==> src/rtl/cw_mem_target.sv <==
// CW-bus memory target: decodes request words and runs single/burst reads and writes
// against a synchronous SRAM-style port, returning ack/err pulses to the master.
module cw_mem_target #(
    parameter logic [7:0] ADDR_HI_MATCH = 8'h00,
    parameter logic [7:0] ADDR_HI_MASK  = 8'h00
) (
    input  logic        i_clk,
    input  logic        i_rst_n,
    input  logic        i_cw_req,
    input  logic        i_cw_dir,
    input  logic [15:0] i_cw_data,
    output logic [15:0] o_cw_data,
    output logic        o_cw_drive,
    output logic        o_cw_ack,
    output logic        o_cw_err,
    output logic [23:0] o_mem_addr,
    output logic        o_mem_re,
    input  logic [15:0] i_mem_rdata,
    output logic        o_mem_we,
    output logic [15:0] o_mem_wdata,
    input  logic        i_mem_err
);

    localparam logic [3:0] OpRead  = 4'd1;
    localparam logic [3:0] OpWrite = 4'd2;

    typedef enum logic [3:0] {
        StIdle, StAddr, StAckAddr, StTurn, StRdFetch,
        StRdAck, StWrBeat, StWrAck, StErr, StDone
    } state_e;

    state_e      state_q;
    logic [23:0] addr_q;
    logic [3:0]  op_q;
    logic [2:0]  count_q;
    logic [15:0] cw_data_q;
    logic        hit;

    assign hit = ((addr_q[23:16] ^ ADDR_HI_MATCH) & ADDR_HI_MASK) == 8'h00;

    // Any state inside a transaction falls back to idle if the master withdraws req.
    always_ff @(posedge i_clk or negedge i_rst_n) begin
        if (!i_rst_n) begin
            state_q   <= StIdle;
            addr_q    <= '0;
            op_q      <= '0;
            count_q   <= '0;
            cw_data_q <= '0;
        end else begin
            unique case (state_q)
                StIdle: begin
                    if (i_cw_req) begin
                        addr_q[23:16] <= i_cw_data[15:8];
                        op_q          <= i_cw_data[7:4];
                        count_q       <= i_cw_data[2:0];
                        state_q       <= StAddr;
                    end
                end
                StAddr: begin
                    if (!i_cw_req) begin
                        state_q <= StIdle;
                    end else begin
                        addr_q[15:0] <= i_cw_data;
                        if (!hit) begin
                            state_q <= StDone;
                        end else if (op_q != OpRead && op_q != OpWrite) begin
                            state_q <= StErr;
                        end else begin
                            state_q <= StAckAddr;
                        end
                    end
                end
                StAckAddr: begin
                    if (!i_cw_req) begin
                        state_q <= StIdle;
                    end else begin
                        state_q <= (op_q == OpRead) ? StTurn : StWrBeat;
                    end
                end
                StTurn: begin
                    if (!i_cw_req) begin
                        state_q <= StIdle;
                    end else if (i_cw_dir) begin
                        state_q <= StRdFetch;
                    end
                end
                StRdFetch: begin
                    if (!i_cw_req) begin
                        state_q <= StIdle;
                    end else if (i_cw_dir) begin
                        cw_data_q <= i_mem_rdata;
                        state_q   <= i_mem_err ? StErr : StRdAck;
                    end
                end
                StRdAck: begin
                    if (!i_cw_req) begin
                        state_q <= StIdle;
                    end else if (i_cw_dir) begin
                        addr_q <= addr_q + 24'd1;
                        if (count_q == 3'd0) begin
                            state_q <= StDone;
                        end else begin
                            count_q <= count_q - 3'd1;
                            state_q <= StRdFetch;
                        end
                    end
                end
                StWrBeat: begin
                    if (!i_cw_req) begin
                        state_q <= StIdle;
                    end else begin
                        state_q <= i_mem_err ? StErr : StWrAck;
                    end
                end
                StWrAck: begin
                    if (!i_cw_req) begin
                        state_q <= StIdle;
                    end else begin
                        addr_q <= addr_q + 24'd1;
                        if (count_q == 3'd0) begin
                            state_q <= StDone;
                        end else begin
                            count_q <= count_q - 3'd1;
                            state_q <= StWrBeat;
                        end
                    end
                end
                StErr: begin
                    state_q <= StDone;
                end
                StDone: begin
                    if (!i_cw_req) begin
                        state_q <= StIdle;
                    end
                end
                default: begin
                    state_q <= StIdle;
                end
            endcase
        end
    end

    assign o_cw_ack = i_cw_req && ((state_q == StAckAddr) || (state_q == StWrAck) ||
                                   ((state_q == StRdAck) && i_cw_dir));
    assign o_cw_err   = (state_q == StErr);
    assign o_cw_drive = i_cw_dir && ((state_q == StRdFetch) || (state_q == StRdAck));
    assign o_cw_data  = cw_data_q;

    // The next beat's read is launched from the ack cycle, so it must see the advanced address.
    assign o_mem_re = i_cw_req && i_cw_dir &&
                      ((state_q == StTurn) || ((state_q == StRdAck) && (count_q != 3'd0)));
    assign o_mem_addr  = (state_q == StRdAck) ? addr_q + 24'd1 : addr_q;
    assign o_mem_we    = i_cw_req && (state_q == StWrBeat);
    assign o_mem_wdata = o_mem_we ? i_cw_data : 16'h0000;

endmodule
==> config.mk <==
export PLATFORM = sky130hd
export DESIGN_NAME = cw_mem_target
export DESIGN_NICKNAME = d
export VERILOG_FILES = /design/src/rtl/cw_mem_target.sv
export SDC_FILE = /design/constraint.sdc
export NUM_CORES = 1
export LEC_CHECK = 0
export ABC_AREA = 1
export CELL_PAD_IN_SITES_DETAIL_PLACEMENT = 0
export CELL_PAD_IN_SITES_GLOBAL_PLACEMENT = 1
export CORE_ASPECT_RATIO = 0.7
export CORE_MARGIN = 5
export CORE_UTILIZATION = 37
export DETAILED_ROUTE_END_ITERATION = 6
export PLACE_DENSITY = 0.95
export REMOVE_ABC_BUFFERS = 1
export SYNTH_ARGS = -nofsm -noshare
export SYNTH_HDL_FRONTEND = slang
export SYNTH_SLANG_ARGS = --single-unit
==> constraint.sdc <==
create_clock -name i_clk -period 3.81 [get_ports i_clk]
set_clock_uncertainty 0.1 [all_clocks]
set_input_delay 0.5715 -clock i_clk [delete_from_list [all_inputs] [get_ports i_clk]]
set_output_delay 0.5715 -clock i_clk [all_outputs]
set_load 0.02 [all_outputs]
==> Yosys cells after proc, flatten, opt, wreduce, memory -nomap -nowiden <==
Cells that the tools add are included.
{ "op_classes": {"mux": 34, "n_reduce_logical": 22, "eq_ne": 21, "n_addsub": 2} }
{ "ops": {"columns": ["op", "n"], "rows": [
  ["$mux 24", 4],
  ["$mux 4", 16],
  ["$pmux 16 s3", 1],
  ["$pmux 4 s10", 1],
  ["$mux 16", 2],
  ["$add 24x1->24 const B", 1],
  ["$pmux 8 s3", 1],
  ["$mux 3", 7],
  ["$eq 4x3->1 const B", 4],
  ["$reduce_and 5->1", 3],
  ["$ne 2x2->1 const B", 6],
  ["$ne 3x3->1 const B", 3],
  ["$pmux 3 s3", 1],
  ["$reduce_bool 3->1", 3],
  ["$eq 4x1->1 const B", 2],
  ["$eq 4x2->1 const B", 2],
  ["$eq 4x4->1 const B", 2],
  ["$logic_and 1x1->1", 8],
  ["$mux 8", 1],
  ["$logic_not 4->1", 1],
  ["$logic_or 1x1->1", 4],
  ["$ne 4x1->1 const B", 1],
  ["$ne 4x2->1 const B", 1],
  ["$logic_not 3->1", 1],
  ["other kinds (3)", 3]
]} }
{ "word_totals": {"register_bits": 51, "elab_cells": 85, "out_inout_bits": 61} }

==> Logic depth before layout (Yosys ltp) <==
{ "logic_depth": {"depth_word": 5, "mapped_depth": 10, "depth_no_buf": 10} }

==> Worst setup path before layout <==
OpenSTA, ideal clock, no wires.
{ "synth_timing": {"path_type": "reg-to-output", "start": "reg addr_q[1]", "end": "out o_mem_addr[16]", "t_arrival_ns": 1.455, "required_ns": 3.138, "setup_slack_ns": 1.683, "stages_incl_launch_ff": 11, "n_path_buf": 0, "cell_sequence": "dfrtp_1 > ha_1 > nand2_1 > nor2_2 > nand2_1 > nor2_4 > nand2_1 > nand2_1 > nand2_1 > nand2_1 > o21ai_0"} }
{ "synth_between": {"elab_chain_cells": 2} }
{ "synth_lines": {"columns": ["item", "line_no", "rtl"], "rows": [
  ["from (decl)", "33", "logic [23:0] addr_q;"],
  ["from (signal assigned)", "63", "addr_q[15:0] <= i_cw_data;"],
  ["from (signal assigned)", "99", "addr_q <= addr_q + 24'd1;"],
  ["from (signal assigned)", "119", "addr_q <= addr_q + 24'd1;"],
  ["$add 24x1->24", "152", "assign o_mem_addr = (state_q == StRdAck) ? addr_q + 24'd1 : addr_q;"],
  ["$mux 24", "152", null],
  ["to (decl)", "16", "output logic [23:0] o_mem_addr,"]
]} }
Every way passes these cells.

==> Worst setup path after layout <==
{ "layout_timing": {"start": "reg state_q[0]", "end": "out o_mem_addr[17]"} }
{ "layout_between": {"elab_chain_cells": 2} }
{ "layout_lines": {"columns": ["item", "line_no", "rtl"], "rows": [
  ["from (decl)", "32", "state_e state_q;"],
  ["from (signal assigned)", "44", "state_q <= StIdle;"],
  ["from (signal assigned)", "56", "state_q <= StAddr;"],
  ["from (signal assigned)", "61", "state_q <= StIdle;"],
  ["$eq 4x3->1", "152", null],
  ["$mux 24", "152", null]
]} }
Every way passes these cells.

==> results.ini <==
[timing]
slew_headroom_pct = 46.1
finalMaxSlewViolations = 0
tightest_slew_ns = 0.808
final_hold_viol_count = 0
rsz0062_at_grt = no
max_freq_ghz = 0.312
min_period_ns = 3.20
final.setup.tns_ns = 0
setup_viol = 0
post-route-period-util_pct = 84.1

[placement]
gp_congestion = 0.909
placed_cell_area_um2 = 4700
dp_hpwl_mm = 8.08
port_buffers = 97

[critical_path]
reg2reg_slack_ns = 1.62
cp.required_ns = 3.14
critical_path_class = register to primary output
r2r_start = state_q[3]
reg2reg_to = addr_q[13]
end_kind = primary output
startpoint_type = register
rr_worst_depth = 8
arrival_ns = 2.53
path_max_fanout = 23

[clock_tree]
clk_latency_ns = 0.29
cts_resized = 0
clock-root-buffer = clkbuf_16
cts_tree = yes
cts_buffers = 5
post-cts-setup-buffer-count = 0
clockBufferDepth = 2
numClockSinks = 51
htreeDepth = 2
hold_buffers = 0
clk_pin_slew_worst_paths_ns = 0.06

[grt]
grt_max_degree = 34
grt_usage_pct = 18.9
grt_pass1_vias = 3693
antenna_found_initial = 0
overflow = 0
grt_pass1_wl_mm = 18.0

[yosys]
syn_inst = 524
yosys.area.top_type_share_pct = 35.4
ys_ff_latch = 51
ys_top_cells_by_area = dfrtp_1 (35%), nand2_1 (16%), nor2_1 (7.8%)
yosys_most_used_dff = dfrtp_1
synth_edf_count = 0
yosysWarnings = 0
synthTopCellsByCount = nand2_1 (155), nor2_1 (75), inv_1 (66)
yosysMostFrequentCell = nand2_1
yosys.area.top_type = dfrtp_1
synthesis.area_um2 = 3610
yosysUniqueCellTypes = 34
ys_async_sr_fraction_pct = 100
ys_seq_area_share_pct = 35.4
avgSynthCellArea_um2 = 6.89

[route]
vias = 3645
wl_per_cell_um = 14.3
via_per_inst = 4.88
drc_errors = 0
drtIter0Drc = 303
routed_wl_mm = 10.7
antenna_left = 0
dr.pass1.iters = 5

[power_and_ir_drop]
p_clk_share_pct = 13.2
power_leakage_nw = 2.34
p_comb_share_pct = 56.2
intPower_w = 0.00177
power.switching_w = 0.00150
power_w = 0.00327
p_per_area_nw_per_um2 = 677
ir_drop_mv = 0.266
seq_power_share_pct = 30.6
p_sw_share_pct = 45.8

[die]
design.core.area_um2 = 9610
fp.dieW_um = 128
fp.dieH_um = 92.6
start_util_pct = 37.6
dieArea_um2 = 11900
rows = 30
io_pins = 98

[cells_and_area]
final_nets = 660
fin_area_um2 = 4830
fin_util_pct = 50.2
diodes = 0
syn_to_final_growth_pct = 33.7
drive_gt1_share_pct = 8.40

[status]
status = complete, no violations

[run]
max_cap_viol_count = 0

[min_path]
hold_class = input pin to asynchronous set/reset pin

==> per-layer routing <==
metal	vias to the layer above	wire length [µm]	track usage, %
li1	1829	-	-
met5	-	0	0
met2	133	4400	29.0
met1	1672	5060	26.3
met4	0	140	4.24
met3	11	1090	5.48
==> kinds of logic (layout without fill, tap and decap cells) <==
logic type	Yosys count	after routing	synth area share [%]
AOI/OAI and AO/OA	65	65	10.1
xor gates and xnor gates	13	13	3.16
adders and majority gates	3	3	1.04
buffers and inverters	86	181	9.88
DFF	51	51	35.4
muxes	16	16	6.03
and+or+nand+nor	290	290	34.4
==> worst max-delay path, cell delays in order (launching register included) <==
cell and delay (ns):
dfrtp_1 0.45, inv_2 0.10, nor2_4 0.13, nand2_4 0.16, inv_1 0.26, buf_4 0.30, nand3_1 0.10, o21ai_0 0.10
clkdlybuf4s50_1 0.63
==> final cells by class <==
class,count,area [µm²]
clock buffers,6,129
fillers,998,4780
repair buffers,104,1020
flip-flops and latches,51,1280
inverters,71,267
multi-input cells,387,1980
well taps,128,160
==> worst max-delay path by stage <==
stage | startpoint | endpoint | cells past startpoint
floorplan | state_q[0] | o_mem_addr[15] | 5
global placement | i_cw_req | o_cw_ack | 4
detailed placement | i_cw_req | o_mem_wdata[4] | 5
CTS | state_q[0] | o_mem_addr[17] | 8
global route | state_q[0] | o_mem_addr[17] | 8
finish | state_q[0] | o_mem_addr[17] | 8
==> power by group through the flow <==
stage / registers, W / clock network, W / logic [W]
2_1_floorplan: 0.00100 / 0 / 0.00110
3_3_place_gp: 0.000992 / 0 / 0.00183
3_5_place_dp: 0.00100 / 0 / 0.00183
4_1_cts: 0.000996 / 0.000445 / 0.00185
5_1_grt: 0.00104 / 0.000467 / 0.00204
6_report: 0.000999 / 0.000431 / 0.00183
==> flip-flops by register name, indices dropped and copies added, names as in the netlist <==
signal and count:
state_q 4, op_q 4, count_q 3, o_cw_data 16, addr_q 24
==> layout by cell type, fill, tap and decap left out, types with 6 or more instances in the layout <==
master	Yosys	routed
mux2_2	6	6
a21oi_1	13	13
o21ai_0	34	34
nor3_1	6	6
nand2_1	155	155
a21boi_1	6	6
dfrtp_1	51	51
xor2_1	10	10
mux2_4	10	10
nand3_1	29	29
nor2_1	75	75
buf_4	1	7
inv_1	66	66
clkdlybuf4s50_1	0	96
o211ai_1	6	6
nor2_2	8	8
==> per-stage QoR <==
stage | hold slack, ns | setup slack [ns] | instances
floorplan | 0.176 | 1.56 | 509
global placement | 0.370 | 0.873 | 741
detailed placement | 0.386 | 0.883 | 741
CTS | 0.293 | 0.592 | 747
global route | 0.331 | 0.351 | 747
finish | 0.269 | 0.606 | 747
No activity file was read; power rests on OpenSTA's default activity.
